[src/rtl/seq_div_8bit_if.sv]
// Operand/result bundle for seq_div_8bit; div_by_zero exists only with DIV_ZERO_FLAG_EN.
// master drives start and operands, slave (the divider) returns results and status.
interface seq_div_8bit_if;
   logic       start;
   logic [7:0] dividend;
   logic [7:0] divisor;
   logic [7:0] quotient;
   logic [7:0] remainder;
   logic       busy;
   logic       done;
`ifdef DIV_ZERO_FLAG_EN
   logic       div_by_zero;

   modport master (
      output start, dividend, divisor,
      input  quotient, remainder, busy, done, div_by_zero
   );
   modport slave (
      input  start, dividend, divisor,
      output quotient, remainder, busy, done, div_by_zero
   );
`else
   modport master (
      output start, dividend, divisor,
      input  quotient, remainder, busy, done
   );
   modport slave (
      input  start, dividend, divisor,
      output quotient, remainder, busy, done
   );
`endif
endinterface

[src/rtl/seq_div_8bit.sv]
// 8-bit unsigned restoring divider: 8 steps after accept, done pulses one cycle later, 10-cycle repeat.
// start is ignored while busy or done; DIV_ZERO_FLAG_EN adds a 1-cycle divide-by-zero bypass and flag.
module seq_div_8bit (
   input  logic        clk,
   input  logic        reset,
   seq_div_8bit_if.slave io
);

   typedef enum logic [1:0] {
      IDLE = 2'd0,
      BUSY = 2'd1,
      DONE = 2'd2
   } state_t;

   state_t     state;
   state_t     state_nxt;

   logic [7:0] dvd_q;
   logic [7:0] dsr_q;
   logic [7:0] prem_q;
   logic [2:0] cnt_q;
   logic [7:0] quo_q;
   logic [7:0] rem_q;

   logic       accept;
   logic       step;
   logic       last_step;
   logic       busy_o;
   logic       done_o;
   logic       zero_bypass;

   logic [7:0] shift_lo;
   logic [8:0] diff;
   logic       qbit;
   logic [7:0] prem_nxt;

`ifdef DIV_ZERO_FLAG_EN
   logic       dbz_q;
   assign zero_bypass = (io.divisor == 8'd0);
`else
   assign zero_bypass = 1'b0;
`endif

   always_ff @(posedge clk or posedge reset) begin
      if (reset) begin
         state <= IDLE;
      end else begin
         state <= state_nxt;
      end
   end

   always_comb begin
      state_nxt = state;
      case (state)
         IDLE: begin
            if (io.start) begin
               state_nxt = zero_bypass ? DONE : BUSY;
            end
         end
         BUSY: begin
            if (cnt_q == 3'd7) begin
               state_nxt = DONE;
            end
         end
         DONE:    state_nxt = IDLE;
         default: state_nxt = IDLE;
      endcase
   end

   always_comb begin
      accept    = 1'b0;
      step      = 1'b0;
      last_step = 1'b0;
      busy_o    = 1'b0;
      done_o    = 1'b0;
      case (state)
         IDLE: accept = io.start;
         BUSY: begin
            busy_o    = 1'b1;
            step      = 1'b1;
            last_step = (cnt_q == 3'd7);
         end
         DONE:    done_o = 1'b1;
         default: ;
      endcase
   end

   // Partial remainder is always below the divisor, so a 9-bit difference carries the sign in bit 8.
   assign shift_lo = {prem_q[6:0], dvd_q[7]};
   assign diff     = {prem_q, dvd_q[7]} - {1'b0, dsr_q};
   assign qbit     = ~diff[8];
   assign prem_nxt = qbit ? diff[7:0] : shift_lo;

   // Quotient bits fill the dividend register from the bottom as its top bits are consumed.
   always_ff @(posedge clk or posedge reset) begin
      if (reset) begin
         dvd_q  <= 8'd0;
         dsr_q  <= 8'd0;
         prem_q <= 8'd0;
         cnt_q  <= 3'd0;
         quo_q  <= 8'd0;
         rem_q  <= 8'd0;
`ifdef DIV_ZERO_FLAG_EN
         dbz_q  <= 1'b0;
`endif
      end else if (accept) begin
         dvd_q  <= io.dividend;
         dsr_q  <= io.divisor;
         prem_q <= 8'd0;
         cnt_q  <= 3'd0;
`ifdef DIV_ZERO_FLAG_EN
         dbz_q  <= zero_bypass;
         if (zero_bypass) begin
            quo_q <= 8'hFF;
            rem_q <= io.dividend;
         end
`endif
      end else if (step) begin
         dvd_q  <= {dvd_q[6:0], qbit};
         prem_q <= prem_nxt;
         cnt_q  <= cnt_q + 3'd1;
         if (last_step) begin
            quo_q <= {dvd_q[6:0], qbit};
            rem_q <= prem_nxt;
         end
      end
   end

   assign io.quotient  = quo_q;
   assign io.remainder = rem_q;
   assign io.busy      = busy_o;
   assign io.done      = done_o;
`ifdef DIV_ZERO_FLAG_EN
   assign io.div_by_zero = dbz_q;
`endif

endmodule

[src/flat_wrapper.sv]
// flat-port wrapper written by rule: the top's interface ports become plain ports
module seq_div_8bit_flat 
  (clk, reset, io_start, io_dividend, io_divisor, io_quotient, io_remainder, io_busy, io_done);
  seq_div_8bit_if io_i ();
  input  logic clk;
  input  logic reset;
  input wire logic [$bits(io_i.start)-1:0] io_start;
  input wire logic [$bits(io_i.dividend)-1:0] io_dividend;
  input wire logic [$bits(io_i.divisor)-1:0] io_divisor;
  output wire logic [$bits(io_i.quotient)-1:0] io_quotient;
  output wire logic [$bits(io_i.remainder)-1:0] io_remainder;
  output wire logic [$bits(io_i.busy)-1:0] io_busy;
  output wire logic [$bits(io_i.done)-1:0] io_done;
  assign io_i.start = io_start;
  assign io_i.dividend = io_dividend;
  assign io_i.divisor = io_divisor;
  assign io_quotient = io_i.quotient;
  assign io_remainder = io_i.remainder;
  assign io_busy = io_i.busy;
  assign io_done = io_i.done;
  seq_div_8bit u_core (.clk(clk), .reset(reset), .io(io_i));
endmodule
[config.mk]
export PLATFORM = sky130hd
export DESIGN_NAME = seq_div_8bit_flat
export DESIGN_NICKNAME = d
export VERILOG_FILES = /design/src/rtl/seq_div_8bit_if.sv /design/src/rtl/seq_div_8bit.sv /design/src/flat_wrapper.sv
export SDC_FILE = /design/constraint.sdc
export NUM_CORES = 1
export LEC_CHECK = 0
export ABC_AREA = 0
export CAP_MARGIN = 25
export CORE_UTILIZATION = 25
export CTS_CLUSTER_SIZE = 28
export DETAILED_ROUTE_END_ITERATION = 7
export PLACE_DENSITY = 0.48
export SYNTH_ARGS = -nofsm -noshare
export SYNTH_HDL_FRONTEND = slang
export SYNTH_SLANG_ARGS = --single-unit
[constraint.sdc]
create_clock -name clk -period 3 [get_ports clk]
set_input_delay 0.6 -clock clk [delete_from_list [all_inputs] [get_ports clk]]
set_output_delay 0.6 -clock clk [all_outputs]
set_load 0.005 [all_outputs]
* Yosys cells after proc, flatten, opt, wreduce, memory -nomap -nowiden *
Cells that the tools add are included.

storage, ports and cells
  output and inout bits = 18
  input port bits = 19
  register bits after elaboration = 45
  logic and storage cells = 34

cells by class
  reduce and logical (&&, ||, !) cells = 4
  add/sub/neg operators = 2
  bitwise gates (word level) = 2
  eq/ne operators = 5
  muxes and demuxes = 14

operator list
  kind                                                                      number
  8-bit 2-to-1 mux                                                          5
  9-bit by 8-bit subtractor with 9-bit output                               1
  3-bit 2-to-1 mux                                                          2
  1-bit 2-to-1 mux                                                          4
  2-bit 2-to-1 mux                                                          2
  2-bit case mux with 2 select lines                                        1
  3-bit by 1-bit adder with 3-bit output (second input constant)            1
  3-bit == test (second input constant)                                     1
  3-bit AND reduction                                                       1
  2-bit by 1-bit == test with 1-bit output (second input constant)          1
  2-bit == test (second input constant)                                     1
  2-bit logical NOT                                                         1
  2-bit by 1-bit inequality test with 1-bit output (second input constant)  1
  2-bit inequality test (second input constant)                             1
  1-bit NOT                                                                 2
  2-bit AND reduction                                                       1
  2-bit nonzero test                                                        1

* Depth between registers and ports, before layout *
  depth in word-level cells = 4
  gate-level depth with buffers = 10
  depth with buffers taken out = 9

* Worst setup path before layout *
No wires, ideal clock.

  kind = register to register
  from = register u_core.dvd_q[7]
  to = register u_core.prem_q[0]
  setup slack = 0.586 ns
  path buffers = 1
  library setup time = 0.083 ns
  clock period less this slack = 2.414 ns
  data required time = 2.917 ns
  stages on the path, launching flop included = 11
  data arrival time = 2.331 ns
  cells stage by stage = dfrtp_1 inv_1 ha_1 inv_1 fa_1 a211oi_4 o211ai_2 a221oi_2 buf_6 mux2_4 o22ai_1

between the ends
  word-level cells in the longest chain between the ends = 4

ends and longest elaborated chain
  element                                      line                 source
  start, declared                              seq_div_8bit.sv:18   logic [7:0] dvd_q;
  start signal, assigned                       seq_div_8bit.sv:107  dvd_q <= io.dividend;
  start signal, assigned                       seq_div_8bit.sv:119  dvd_q <= {dvd_q[6:0], qbit};
  9-bit by 8-bit subtractor with 9-bit output  seq_div_8bit.sv:90   assign diff = {prem_q, dvd_q[7]} - {1'b0, dsr_q};
  8-bit 2-to-1 mux *                           seq_div_8bit.sv:92   assign prem_nxt = qbit ? diff[7:0] : shift_lo;
  8-bit 2-to-1 mux *                           seq_div_8bit.sv:118  end else if (step) begin
  8-bit 2-to-1 mux *                           seq_div_8bit.sv:106  end else if (accept) begin
  end signal, assigned                         seq_div_8bit.sv:120  prem_q <= prem_nxt;
  end, declared                                seq_div_8bit.sv:20   logic [7:0] prem_q;

Every way passes the cells marked *; elsewhere a longest branch is shown, timed or not. The select of a mux whose other input is x is not followed.
A chain may end at the register's enable or synchronous reset.

* Final worst setup path *
Same ends and word-level chain as after synthesis.

==> impl_metrics.xml <==
<?xml version="1.0" encoding="UTF-8"?>
<metrics>
  <group name="yosys">
    <metric name="yosys.area.top_type_share" unit="">0.492</metric>
    <metric name="syn-cell-area" unit="sq mm">0.00229</metric>
    <metric name="synthCells" unit="">225</metric>
    <metric name="synth-edff-count" unit="">0</metric>
    <metric name="syn-num-nets" unit="">255</metric>
    <metric name="synth_top_family_by_area" unit="">compound AO/OA/AOI/OAI gates</metric>
    <metric name="dominant_cells_by_area_after_synthesis" unit="">sky130_fd_sc_hd__dfrtp_1 (49%), sky130_fd_sc_hd__nand2_1 (7.7%), sky130_fd_sc_hd__ha_1 (5.5%)</metric>
    <metric name="async_flop_share" unit="">1.00</metric>
    <metric name="synth_compound_gate_area_share" unit="">0.172</metric>
    <metric name="synth_xor_xnor_area_share" unit="">0.0153</metric>
    <metric name="synth.distinct_cells" unit="">44</metric>
    <metric name="synth_seq_cells" unit="">45</metric>
    <metric name="synthFlopType" unit="">sky130_fd_sc_hd__dfrtp_1</metric>
    <metric name="synth_area_leader_cell" unit="">sky130_fd_sc_hd__dfrtp_1</metric>
    <metric name="synth-simple-area-share" unit="">0.120</metric>
    <metric name="avgSynthCellArea" unit="sq um">10.2</metric>
    <metric name="synth.yosys.seq_area_share" unit="">0.492</metric>
    <metric name="yosys-mux-area-fraction" unit="">0.0950</metric>
    <metric name="synth_warnings" unit="">0</metric>
    <metric name="synth_fa_ha_area_frac" unit="">0.0634</metric>
  </group>
  <group name="worst_setup_path">
    <metric name="regToRegSetupSlack" unit="ns">0.32</metric>
    <metric name="critPathBufInv" unit="">3</metric>
    <metric name="timing.critical_path.fanout_max" unit="">5</metric>
    <metric name="timing.setup.critical_path_class" unit="">flip-flop to flip-flop</metric>
    <metric name="startpoint_type" unit="">flip-flop</metric>
    <metric name="critical_path_arrival" unit="ns">2.90</metric>
    <metric name="critPathMostFrequentCell" unit="">sky130_fd_sc_hd__inv_1</metric>
    <metric name="max_stage_delay" unit="ns">0.43</metric>
    <metric name="timing.critical_path.cells" unit="">inv_1 -&gt; ha_1 -&gt; inv_1 -&gt; fa_1 -&gt; a211oi_4 -&gt; o211ai_2 -&gt; a221oi_2 -&gt; buf_4 -&gt; mux2_4 -&gt; o22ai_1</metric>
    <metric name="cp_data_required_time" unit="ns">3.22</metric>
    <metric name="critical_path.top_delay_family" unit="">compound AO/OA/AOI/OAI gates</metric>
    <metric name="slowest_stage_cell_cp" unit="">sky130_fd_sc_hd__fa_1</metric>
    <metric name="worstSetupEndpointType" unit="">flip-flop</metric>
  </group>
  <group name="sta">
    <metric name="finalWorstSetupSlack" unit="ns">0.319</metric>
    <metric name="timing_worst_slew_pin_value" unit="ns">0.904</metric>
    <metric name="layout_worst_path_cycle_share" unit="">0.894</metric>
    <metric name="whs" unit="ns">0.484</metric>
    <metric name="worst_clock_skew" unit="ns">0.0132</metric>
    <metric name="final-hold-violation-count" unit="">0</metric>
    <metric name="max-slew-margin-rel" unit="">0.393</metric>
    <metric name="timing.fmax" unit="MHz">373</metric>
    <metric name="fin_tns_setup" unit="ns">0</metric>
    <metric name="setup_viol" unit="">0</metric>
    <metric name="setup_repair_after_global_routing_missed_its_margin" unit="">no</metric>
    <metric name="final.min_clock_period" unit="ns">2.68</metric>
    <metric name="drv_slew" unit="">0</metric>
  </group>
  <group name="pwr">
    <metric name="power.ir.vdd_worst" unit="uV">397</metric>
    <metric name="power-per-cell-area" unit="mW/mm^2">1300</metric>
    <metric name="total_power" unit="mW">3.75</metric>
    <metric name="p_leak" unit="nW">1.25</metric>
  </group>
  <group name="die">
    <metric name="die_height" unit="um">97.7</metric>
    <metric name="ioPinCount" unit="">37</metric>
    <metric name="overall_die_width" unit="um">97.7</metric>
    <metric name="initial_utilization" unit="">0.260</metric>
    <metric name="coreArea" unit="sq mm">0.00881</metric>
    <metric name="core.rowCount" unit="">34</metric>
    <metric name="floorplan.die_area" unit="sq mm">0.00955</metric>
  </group>
  <group name="drt">
    <metric name="routedWlPerCell" unit="um">13.5</metric>
    <metric name="dr_total_vias" unit="">1682</metric>
    <metric name="drcViolationCount" unit="">2</metric>
    <metric name="detailedRoute.firstPassIterationCount" unit="">6</metric>
    <metric name="drt_wl_total" unit="um">5060</metric>
    <metric name="vias_per_cell" unit="">4.50</metric>
    <metric name="final_antenna_net_count" unit="">0</metric>
    <metric name="initialDrtViolationCount" unit="">56</metric>
  </group>
  <group name="global_routing">
    <metric name="grt_max_degree" unit="">26</metric>
    <metric name="grt_pass1_vias" unit="">1673</metric>
    <metric name="antenna_found_initial" unit="">0</metric>
    <metric name="gr-usage-all-layers" unit="">0.117</metric>
    <metric name="overflow" unit="">0</metric>
    <metric name="grt_first_pass_wirelength" unit="um">8740</metric>
  </group>
  <group name="cts">
    <metric name="cts_root_buf" unit="">sky130_fd_sc_hd__clkbuf_8</metric>
    <metric name="clock_slew_at_reported_path_ffs" unit="ns">0.08</metric>
    <metric name="cts_resized" unit="">0</metric>
    <metric name="cts_hold_buffers" unit="">0</metric>
    <metric name="numCtsBuffers" unit="">5</metric>
    <metric name="clock_tree.buffer_depth" unit="">2</metric>
    <metric name="cts_num_sinks" unit="">45</metric>
    <metric name="clk_latency" unit="ns">0.30</metric>
    <metric name="h-tree-depth" unit="">2</metric>
    <metric name="clock_tree_from_tritoncts" unit="">yes</metric>
    <metric name="post_cts.repair.setup_buffers" unit="">0</metric>
  </group>
  <group name="job">
    <metric name="cap_viol_max_count" unit="">0</metric>
  </group>
  <group name="place">
    <metric name="placed_area" unit="sq mm">0.00281</metric>
    <metric name="portBuffers" unit="">36</metric>
    <metric name="place_worst_setup_slack" unit="ns">0.309</metric>
    <metric name="dp.final_hpwl" unit="um">3580</metric>
    <metric name="gp_congestion" unit="">0.750</metric>
    <metric name="placed_cells_incl_taps" unit="">367</metric>
  </group>
  <group name="cells_and_area">
    <metric name="drive_above_1_share" unit="">0.135</metric>
    <metric name="final-instance-count-excl-fill" unit="">374</metric>
    <metric name="most_common_library_cell_in_the_layout_ignoring_fill_and_taps" unit="">sky130_fd_sc_hd__nand2_1</metric>
    <metric name="regArea" unit="sq mm">0.00113</metric>
    <metric name="final_net_count" unit="">296</metric>
    <metric name="final_design_area_no_fill" unit="sq mm">0.00289</metric>
    <metric name="final.fill_count" unit="">901</metric>
    <metric name="synthToLayoutAreaGrowth" unit="%">26.2</metric>
    <metric name="layout_common_cells" unit="">sky130_fd_sc_hd__nand2_1 (47), sky130_fd_sc_hd__dfrtp_1 (45), sky130_fd_sc_hd__clkdlybuf4s50_1 (36), sky130_fd_sc_hd__o21ai_0 (18), sky130_fd_sc_hd__inv_1 (12)</metric>
    <metric name="postLayoutCoreUtil" unit="">0.328</metric>
    <metric name="multi_input_comb_area" unit="sq mm">0.00107</metric>
    <metric name="antenna-diode-count" unit="">0</metric>
  </group>
  <group name="hold_path">
    <metric name="hold_path.class" unit="">flip-flop to flip-flop</metric>
  </group>
  <group name="outcome">
    <metric name="violations" unit="">DRC</metric>
    <metric name="outcome" unit="">finished with violations</metric>
  </group>
</metrics>
## cell families after synthesis
family                   count (synthesis)
AO/OA/AOI/OAI                           56
XOR/XNOR                                 4
adder cells (fa/ha/maj)                 11
buffers and inverters                   24
flip-flops                              45
multiplexers                            20
AND/OR/NAND/NOR                         65
## worst register-to-register path, delay by kind of cell, from the launching register on
kind                       cells  cell delay [ns]
AOI/OAI and AO/OA              4             0.98
adders and majority gates      2             0.59
DFF                            1             0.36
buffers and inverters          3             0.36
muxes                          1             0.31
## layout make-up
cell class	instances	area share
repair buffers	44	0.145
multi-input cells	156	0.371
flip-flops and latches	45	0.390
well taps	108	0.0468
inverters	14	0.0182
clock inverters	2	0.00563
clock buffers	5	0.0238
## synth_stat cells, types with 3 or more instances
library cell,instances
sky130_fd_sc_hd__o21ai_1,7
sky130_fd_sc_hd__mux2_2,10
sky130_fd_sc_hd__dfrtp_1,45
sky130_fd_sc_hd__clkbuf_1,7
sky130_fd_sc_hd__a22oi_1,4
sky130_fd_sc_hd__inv_1,13
sky130_fd_sc_hd__o22ai_1,6
sky130_fd_sc_hd__mux2i_1,9
sky130_fd_sc_hd__nor2_1,7
sky130_fd_sc_hd__a21oi_1,3
sky130_fd_sc_hd__nand2_1,47
sky130_fd_sc_hd__xor2_1,3
sky130_fd_sc_hd__nand2b_1,4
sky130_fd_sc_hd__o21ai_0,18
sky130_fd_sc_hd__ha_1,10
## state kept, by name, summed over array words and instances, names as in the netlist
signal               cells
u_core.cnt_q             3
u_core.dsr_q             8
u_core.prem_q            8
u_core.io.quotient       8
u_core.io.remainder      8
u_core.dvd_q             8
u_core.state             2
## final timing paths
| path | cells after the start | to | startpoint |
|---|---|---|---|
| worst max-delay path | 10 | u_core.prem_q[0]$_DFFE_PP0P_ | u_core.dvd_q[7]$_DFFE_PP0P_ |
| max in group asynchronous | 3 | u_core.io.remainder[3]$_DFFE_PP0P_ | reset |
| min in group asynchronous | 2 | u_core.io.quotient[4]$_DFFE_PP0P_ | reset |
| worst min register to register | 2 | u_core.io.quotient[0]$_DFFE_PP0P_ | u_core.io.quotient[0]$_DFFE_PP0P_ |
| worst max register to register | 10 | u_core.prem_q[0]$_DFFE_PP0P_ | u_core.dvd_q[7]$_DFFE_PP0P_ |
| worst min-delay path | 2 | u_core.io.quotient[0]$_DFFE_PP0P_ | u_core.io.quotient[0]$_DFFE_PP0P_ |
## layer usage
metal  routed length, um  GRT usage  vias to the layer above
met2                2060      0.164                       35
li1                    -          -                      862
met5                   0          0                        -
met1                2740      0.173                      779
met4                  53     0.0385                        0
met3                 206     0.0288                        6
## where the power goes
| group | internal, mW | switching, mW |
|---|---|---|
| Clock | 0.161 | 0.214 |
| Sequential | 0.917 | 0.185 |
| Combinational | 1.11 | 1.16 |
Power figures use the tool's default switching activity.
